===== src/rtl/fb_write_arbiter_if.sv =====
// fb_write_arbiter_if: request, clear-control and framebuffer write-port bundle for fb_write_arbiter
//   clear_start/clear_color      clear request and colour (latched on accept)
//   clear_busy/clear_done        sweep in progress / one-cycle completion pulse
//   reqN_valid/ready/data/x/y    pixel writer N handshake and payload (N=0,1)
//   fb_write_enable/fb_data_in*  registered framebuffer write port
//   drop_count                   out-of-range pixels discarded (bounds-check builds only)
//   modport master: drawing side; modport slave: the arbiter
interface fb_write_arbiter_if #(
    parameter int DATA_W  = 8,
    parameter int COORD_W = 11
);
    logic               clear_start;
    logic [DATA_W-1:0]  clear_color;
    logic               clear_busy;
    logic               clear_done;
    logic               req0_valid;
    logic               req0_ready;
    logic [DATA_W-1:0]  req0_data;
    logic [COORD_W-1:0] req0_x;
    logic [COORD_W-1:0] req0_y;
    logic               req1_valid;
    logic               req1_ready;
    logic [DATA_W-1:0]  req1_data;
    logic [COORD_W-1:0] req1_x;
    logic [COORD_W-1:0] req1_y;
    logic               fb_write_enable;
    logic [DATA_W-1:0]  fb_data_in;
    logic [COORD_W-1:0] fb_data_in_x;
    logic [COORD_W-1:0] fb_data_in_y;
    logic [15:0]        drop_count;

    modport master (
        output clear_start, clear_color,
        output req0_valid, req0_data, req0_x, req0_y,
        output req1_valid, req1_data, req1_x, req1_y,
        input  clear_busy, clear_done, req0_ready, req1_ready,
        input  fb_write_enable, fb_data_in, fb_data_in_x, fb_data_in_y, drop_count
    );

    modport slave (
        input  clear_start, clear_color,
        input  req0_valid, req0_data, req0_x, req0_y,
        input  req1_valid, req1_data, req1_x, req1_y,
        output clear_busy, clear_done, req0_ready, req1_ready,
        output fb_write_enable, fb_data_in, fb_data_in_x, fb_data_in_y, drop_count
    );
endinterface


===== src/rtl/fb_write_arbiter.sv =====
// fb_write_arbiter: round-robin owner of the framebuffer write port with a full-frame clear engine
//   CLOCK_50  system clock (posedge)
//   reset     synchronous, active-low
//   bus       fb_write_arbiter_if.slave: clear control, two pixel writers, fb write port, drop_count
//   Optional macro FB_BOUNDS_CHECK_EN: discard and count pixels outside WIDTH x HEIGHT.
module fb_write_arbiter #(
    parameter int WIDTH   = 320,
    parameter int HEIGHT  = 240,
    parameter int DATA_W  = 8,
    parameter int COORD_W = 11
) (
    input logic               CLOCK_50,
    input logic               reset,
    fb_write_arbiter_if.slave bus
);
    typedef enum logic {IDLE, CLEAR} state_t;
    state_t state, state_nx;
    logic               last_grant;
    logic [COORD_W-1:0] cx, cy;
    logic [DATA_W-1:0]  color;
    logic               sweep_end, start, acc, in_range;
    logic [DATA_W-1:0]  sel_data;
    logic [COORD_W-1:0] sel_x, sel_y;

    assign sweep_end = cx == COORD_W'(WIDTH - 1) && cy == COORD_W'(HEIGHT - 1);
    assign acc       = bus.req0_ready || bus.req1_ready;
    assign sel_data  = bus.req1_ready ? bus.req1_data : bus.req0_data;
    assign sel_x     = bus.req1_ready ? bus.req1_x : bus.req0_x;
    assign sel_y     = bus.req1_ready ? bus.req1_y : bus.req0_y;

    always_ff @(posedge CLOCK_50)
        state <= !reset ? IDLE : state_nx;

    always_comb begin
        state_nx = state;
        if (state == IDLE && bus.clear_start) state_nx = CLEAR;
        if (state == CLEAR && sweep_end) state_nx = IDLE;
    end

    // Writers are held off during the clear_done cycle so the first post-clear accept follows the pulse.
    always_comb begin
        start          = state == IDLE && bus.clear_start;
        bus.req0_ready = state == IDLE && !bus.clear_start && !bus.clear_done &&
                         bus.req0_valid && (!bus.req1_valid || last_grant);
        bus.req1_ready = state == IDLE && !bus.clear_start && !bus.clear_done &&
                         bus.req1_valid && (!bus.req0_valid || !last_grant);
        bus.clear_busy = state == CLEAR;
    end

`ifdef FB_BOUNDS_CHECK_EN
    assign in_range = sel_x < COORD_W'(WIDTH) && sel_y < COORD_W'(HEIGHT);
    always_ff @(posedge CLOCK_50)
        if (!reset) bus.drop_count <= '0;
        else if (acc && !in_range && bus.drop_count != 16'hFFFF) bus.drop_count <= bus.drop_count + 16'd1;
`else
    assign in_range       = 1'b1;
    assign bus.drop_count = '0;
`endif

    always_ff @(posedge CLOCK_50)
        if (!reset) begin
            last_grant          <= 1'b1;
            cx                  <= '0;
            cy                  <= '0;
            color               <= '0;
            bus.clear_done      <= 1'b0;
            bus.fb_write_enable <= 1'b0;
            bus.fb_data_in      <= '0;
            bus.fb_data_in_x    <= '0;
            bus.fb_data_in_y    <= '0;
        end else begin
            bus.clear_done      <= state == CLEAR && sweep_end;
            bus.fb_write_enable <= state == CLEAR || (acc && in_range);
            if (state == CLEAR) begin
                bus.fb_data_in   <= color;
                bus.fb_data_in_x <= cx;
                bus.fb_data_in_y <= cy;
                cx               <= cx == COORD_W'(WIDTH - 1) ? '0 : cx + 1'b1;
                cy               <= cx == COORD_W'(WIDTH - 1) ? cy + 1'b1 : cy;
            end else if (acc && in_range) begin
                bus.fb_data_in   <= sel_data;
                bus.fb_data_in_x <= sel_x;
                bus.fb_data_in_y <= sel_y;
            end
            if (start) begin
                cx    <= '0;
                cy    <= '0;
                color <= bus.clear_color;
            end
            if (acc) last_grant <= bus.req1_ready;
        end
endmodule


===== src/flat_wrapper.sv =====
// flat-port wrapper written by rule: the top's interface ports become plain ports
module fb_write_arbiter_flat 
#(
    parameter int WIDTH   = 320,
    parameter int HEIGHT  = 240,
    parameter int DATA_W  = 8,
    parameter int COORD_W = 11
)
  (CLOCK_50, reset, bus_clear_start, bus_clear_color, bus_req0_valid, bus_req0_data, bus_req0_x, bus_req0_y, bus_req1_valid, bus_req1_data, bus_req1_x, bus_req1_y, bus_clear_busy, bus_clear_done, bus_req0_ready, bus_req1_ready, bus_fb_write_enable, bus_fb_data_in, bus_fb_data_in_x, bus_fb_data_in_y, bus_drop_count);
  fb_write_arbiter_if #(.DATA_W(DATA_W), .COORD_W(COORD_W)) bus_i ();
  input logic CLOCK_50;
  input logic reset;
  input wire logic [$bits(bus_i.clear_start)-1:0] bus_clear_start;
  input wire logic [$bits(bus_i.clear_color)-1:0] bus_clear_color;
  input wire logic [$bits(bus_i.req0_valid)-1:0] bus_req0_valid;
  input wire logic [$bits(bus_i.req0_data)-1:0] bus_req0_data;
  input wire logic [$bits(bus_i.req0_x)-1:0] bus_req0_x;
  input wire logic [$bits(bus_i.req0_y)-1:0] bus_req0_y;
  input wire logic [$bits(bus_i.req1_valid)-1:0] bus_req1_valid;
  input wire logic [$bits(bus_i.req1_data)-1:0] bus_req1_data;
  input wire logic [$bits(bus_i.req1_x)-1:0] bus_req1_x;
  input wire logic [$bits(bus_i.req1_y)-1:0] bus_req1_y;
  output wire logic [$bits(bus_i.clear_busy)-1:0] bus_clear_busy;
  output wire logic [$bits(bus_i.clear_done)-1:0] bus_clear_done;
  output wire logic [$bits(bus_i.req0_ready)-1:0] bus_req0_ready;
  output wire logic [$bits(bus_i.req1_ready)-1:0] bus_req1_ready;
  output wire logic [$bits(bus_i.fb_write_enable)-1:0] bus_fb_write_enable;
  output wire logic [$bits(bus_i.fb_data_in)-1:0] bus_fb_data_in;
  output wire logic [$bits(bus_i.fb_data_in_x)-1:0] bus_fb_data_in_x;
  output wire logic [$bits(bus_i.fb_data_in_y)-1:0] bus_fb_data_in_y;
  output wire logic [$bits(bus_i.drop_count)-1:0] bus_drop_count;
  assign bus_i.clear_start = bus_clear_start;
  assign bus_i.clear_color = bus_clear_color;
  assign bus_i.req0_valid = bus_req0_valid;
  assign bus_i.req0_data = bus_req0_data;
  assign bus_i.req0_x = bus_req0_x;
  assign bus_i.req0_y = bus_req0_y;
  assign bus_i.req1_valid = bus_req1_valid;
  assign bus_i.req1_data = bus_req1_data;
  assign bus_i.req1_x = bus_req1_x;
  assign bus_i.req1_y = bus_req1_y;
  assign bus_clear_busy = bus_i.clear_busy;
  assign bus_clear_done = bus_i.clear_done;
  assign bus_req0_ready = bus_i.req0_ready;
  assign bus_req1_ready = bus_i.req1_ready;
  assign bus_fb_write_enable = bus_i.fb_write_enable;
  assign bus_fb_data_in = bus_i.fb_data_in;
  assign bus_fb_data_in_x = bus_i.fb_data_in_x;
  assign bus_fb_data_in_y = bus_i.fb_data_in_y;
  assign bus_drop_count = bus_i.drop_count;
  fb_write_arbiter #(.WIDTH(WIDTH), .HEIGHT(HEIGHT), .DATA_W(DATA_W), .COORD_W(COORD_W)) u_core (.CLOCK_50(CLOCK_50), .reset(reset), .bus(bus_i));
endmodule

===== config.mk =====
export PLATFORM = sky130hd
export DESIGN_NAME = fb_write_arbiter_flat
export DESIGN_NICKNAME = d
export VERILOG_FILES = /design/src/rtl/fb_write_arbiter_if.sv /design/src/rtl/fb_write_arbiter.sv /design/src/flat_wrapper.sv
export SDC_FILE = /design/constraint.sdc
export NUM_CORES = 1
export LEC_CHECK = 0
export BUFFER_PORTS_ARGS = -buffer_cell sky130_fd_sc_hd__buf_2
export CAP_MARGIN = 20
export CORE_UTILIZATION = 48
export DETAILED_ROUTE_END_ITERATION = 8
export PLACE_DENSITY = 0.79
export SKIP_CTS_REPAIR_TIMING = 1
export SYNTH_ARGS = -nofsm -noshare
export SYNTH_HDL_FRONTEND = slang
export SYNTH_SLANG_ARGS = --single-unit

===== constraint.sdc =====
create_clock -name CLOCK_50 -period 2.55 [get_ports CLOCK_50]
set_clock_uncertainty 0.1 [all_clocks]
set_input_delay 0.51 -clock CLOCK_50 [delete_from_list [all_inputs] [get_ports CLOCK_50]]
set_output_delay 0.51 -clock CLOCK_50 [all_outputs]
set_load 0.1 [all_outputs]

==> impl_results.md <==
- Status: finished clean
- Worst Path Required: between 2000 and 3000 ps
- Clock Tree Buf Depth: 2
- Crit path launch type: flop
- Root Driver: clkbuf_8
- Drt pass-1 iters: 4
- Worst Setup End Kind: flop
- Setup TNS: 0 ps
- Hold WC Path Type: in -> reg
- FMAX: 416 MHz
- Commonest non-fill, non-tap cell in the layout: buf_2
- Initial antenna violation count: 0
- Crit path cell chain: or4b_1, or4_4, or4_1, a21oi_1
- Clock-pin slew on the worst setup and hold paths: 70 ps
- Crit Path Category: reg -> reg
- Flops & latches, synth: 64
- Initial cell density of the core: 50.0%
- WL/cell: 14.8 um
- Setup crit start: u_core.cx[7]
- Sequential share of the synthesized area: 43.0%
- Bufs and invs on worst path: 0
- Total vias in the final route: 2870
- Area of the core: 5960 um2
- Die W: 80.8 um
- Asr flop ratio synth: 0%
- Mapped Cells: 333
- Relative slew slack: 56.3%
- Final setup violation count: 0
- Crit path max fanout: 22
- Slowest-stage cell, CP: or4_4
- Crit share post-route: 94.3%
- Worst Hold Launch: bus_clear_color[3]
- Final Instance Count excl. Fillers: 517
- Vias in the first global route: 2660
- H-tree depth: 3
- Synth Cell Area: between 2000 and 3000 um2
- Die Y: 80.8 um
- Std cell rows: 28
- Diode count: 0
- Final net count: between 500 and 600
- Average size of a mapped cell: 8.94 um2
- CTS Sinks: 64
- Tot GR Track Use: 24.6%
- Fin crit period: roughly 2400 ps
- Number of hold violations in the final report: 0
- RD Place Congestion: 0.835
- Drt total wl: 7.67 mm
- Iteration-0 DRC Markers: around 140
- Slew Viols, Final: 0
- Placed Cells: 501
- Reg-to-reg slack, setup: ~150 ps
- I/O pin count: 124
- Slew @ Worst Pin: 654 ps
- Post-DP HPWL: 5.48 mm
- Pwr Density: 660 nW/um2
- CP peak stage delay: ~660 ps
- Largest net degree at the start of global routing: 31
- Max IR drop VDD: between 0.4 and 0.5 mV
- Pleak: 1.72 nW
- Layout cells sized above 1: 31.2%
- DRT antenna net count: 0
- Critical path's top delay family: simple AND/OR/NAND/NOR gates
- Distinct cells, synth: 39
- I/O Buffers: 107
- Area growth from synthesis to layout: 25.3%
- Reg-to-Reg Start: u_core.cx[7]
- RSZ-0062 raised after global routing: no
- Crit path arrival time: 2580 ps
- Die ar.: 6520 um2
- Number of flops mapped to enable cells by yosys: 0
- Remaining Overflow, GRT: 0
- Global-route wire length before repair: 12.1 mm
- Commonest non-fill, non-tap cells in the layout: buf_2, dfxtp_1, nand2_1
- Fin util: 62.6%
- Vias/cell: between 5 and 6
- Final Power: 2.46 mW
- CTS Buf Count: 9
- Clock Latency Late Sink: 350 ps
- Max_cap viols: 0
- DRC violation count after routing: 0
- Yosys warns: 0
- CTS tree: built
- Top_reg_cell synth: dfxtp_1
==> Yosys cell counts, drive strengths merged (2+ instances only) <==
cell	instances	share of area [%]
a21oi	24	4.0
a22oi	25	6.3
and2	2	0.42
buf	23	5.2
clkbuf	13	1.6
clkinv	2	0.25
dfxtp	64	43
ha	2	0.84
inv	3	0.38
mux2i	31	10
nand2	36	4.5
nand3	7	1.2
nand4	4	0.84
nor2	16	2.0
nor3	5	0.84
nor4	3	0.63
o21ai	6	1.0
o221ai	4	1.2
o22ai	26	5.5
o31ai	5	1.3
or3	4	0.84
or4	6	1.6
or4b	3	1.0
xnor2	6	1.8
xor2	4	1.2
==> path summary, 6_finish.rpt <==
kind	endpoint	cells past startpoint
min	u_core.color[3]	3
max	u_core.cy[8]	4
min reg2reg	u_core.color[6]	2
max reg2reg	u_core.cy[8]	4
==> logic make-up after synthesis <==
group                      count (synthesis)  share of synthesized area, %
AOI/OAI and AO/OA                         93                          20.0
DFF                                       64                          43.0
buffers and inverters                     41                          7.48
adders and majority gates                  2                         0.841
muxes                                     31                          10.4
xor gates and xnor gates                  10                          2.94
other                                      1                         0.126
and+or+nand+nor                           91                          15.1
==> per-stage QoR <==
stage | setup slack [ps] | cell area (um2) | hold slack [ps]
finish | 146 | 3730 | 307
global route | 31.8 | 3730 | 305
CTS | 111 | 3730 | 299
detailed placement | 162 | 3540 | 351
global placement | 221 | 3540 | 344
floorplan | 28.7 | 3050 | 337
==> flip-flops by register name, summed over array words and instances, names as in the netlist <==
signal and cells:
u_core.cx 11, u_core.last_grant 1, u_core.bus.fb_data_in 8, u_core.bus.fb_data_in_y 11, u_core.color 8, u_core.bus.clear_done 1, u_core.cy 11, u_core.bus.fb_data_in_x 11
u_core.bus.clear_busy 1, u_core.bus.fb_write_enable 1
==> worst min-delay path: cells and delay by family <==
| kind | cells | cell delay, ps |
|---|---|---|
| buffers and inverters | 1 | 100 |
| AND/OR/NAND/NOR | 1 | 50 |
| AO/OA/AOI/OAI | 1 | 50 |
==> layout make-up <==
cell class,count,area [um2]
clock buffer,13,169
clock inverter,3,15.0
fill,522,2230
inverter,5,22.5
multi-input combinational,243,1540
sequential,64,1290
tap,75,93.8
timing repair buffer,114,606
==> metal layers <==
layer / vias up / track usage, % / wire (um) / part of all wire [%]
met5: - / 0 / 0 / 0
met4: 0 / 10.0 / 68 / 0.89
met3: 8 / 6.07 / 508 / 6.6
met2: 115 / 41.5 / 3780 / 49
met1: 1340 / 29.9 / 3320 / 43
li1: 1407 / - / - / -
==> power by group <==
group	internal (mW)	switching, mW
Clock	0.428	0.376
Sequential	1.04	0.0296
Combinational	0.125	0.463
No activity file was read; power rests on OpenSTA's default activity.
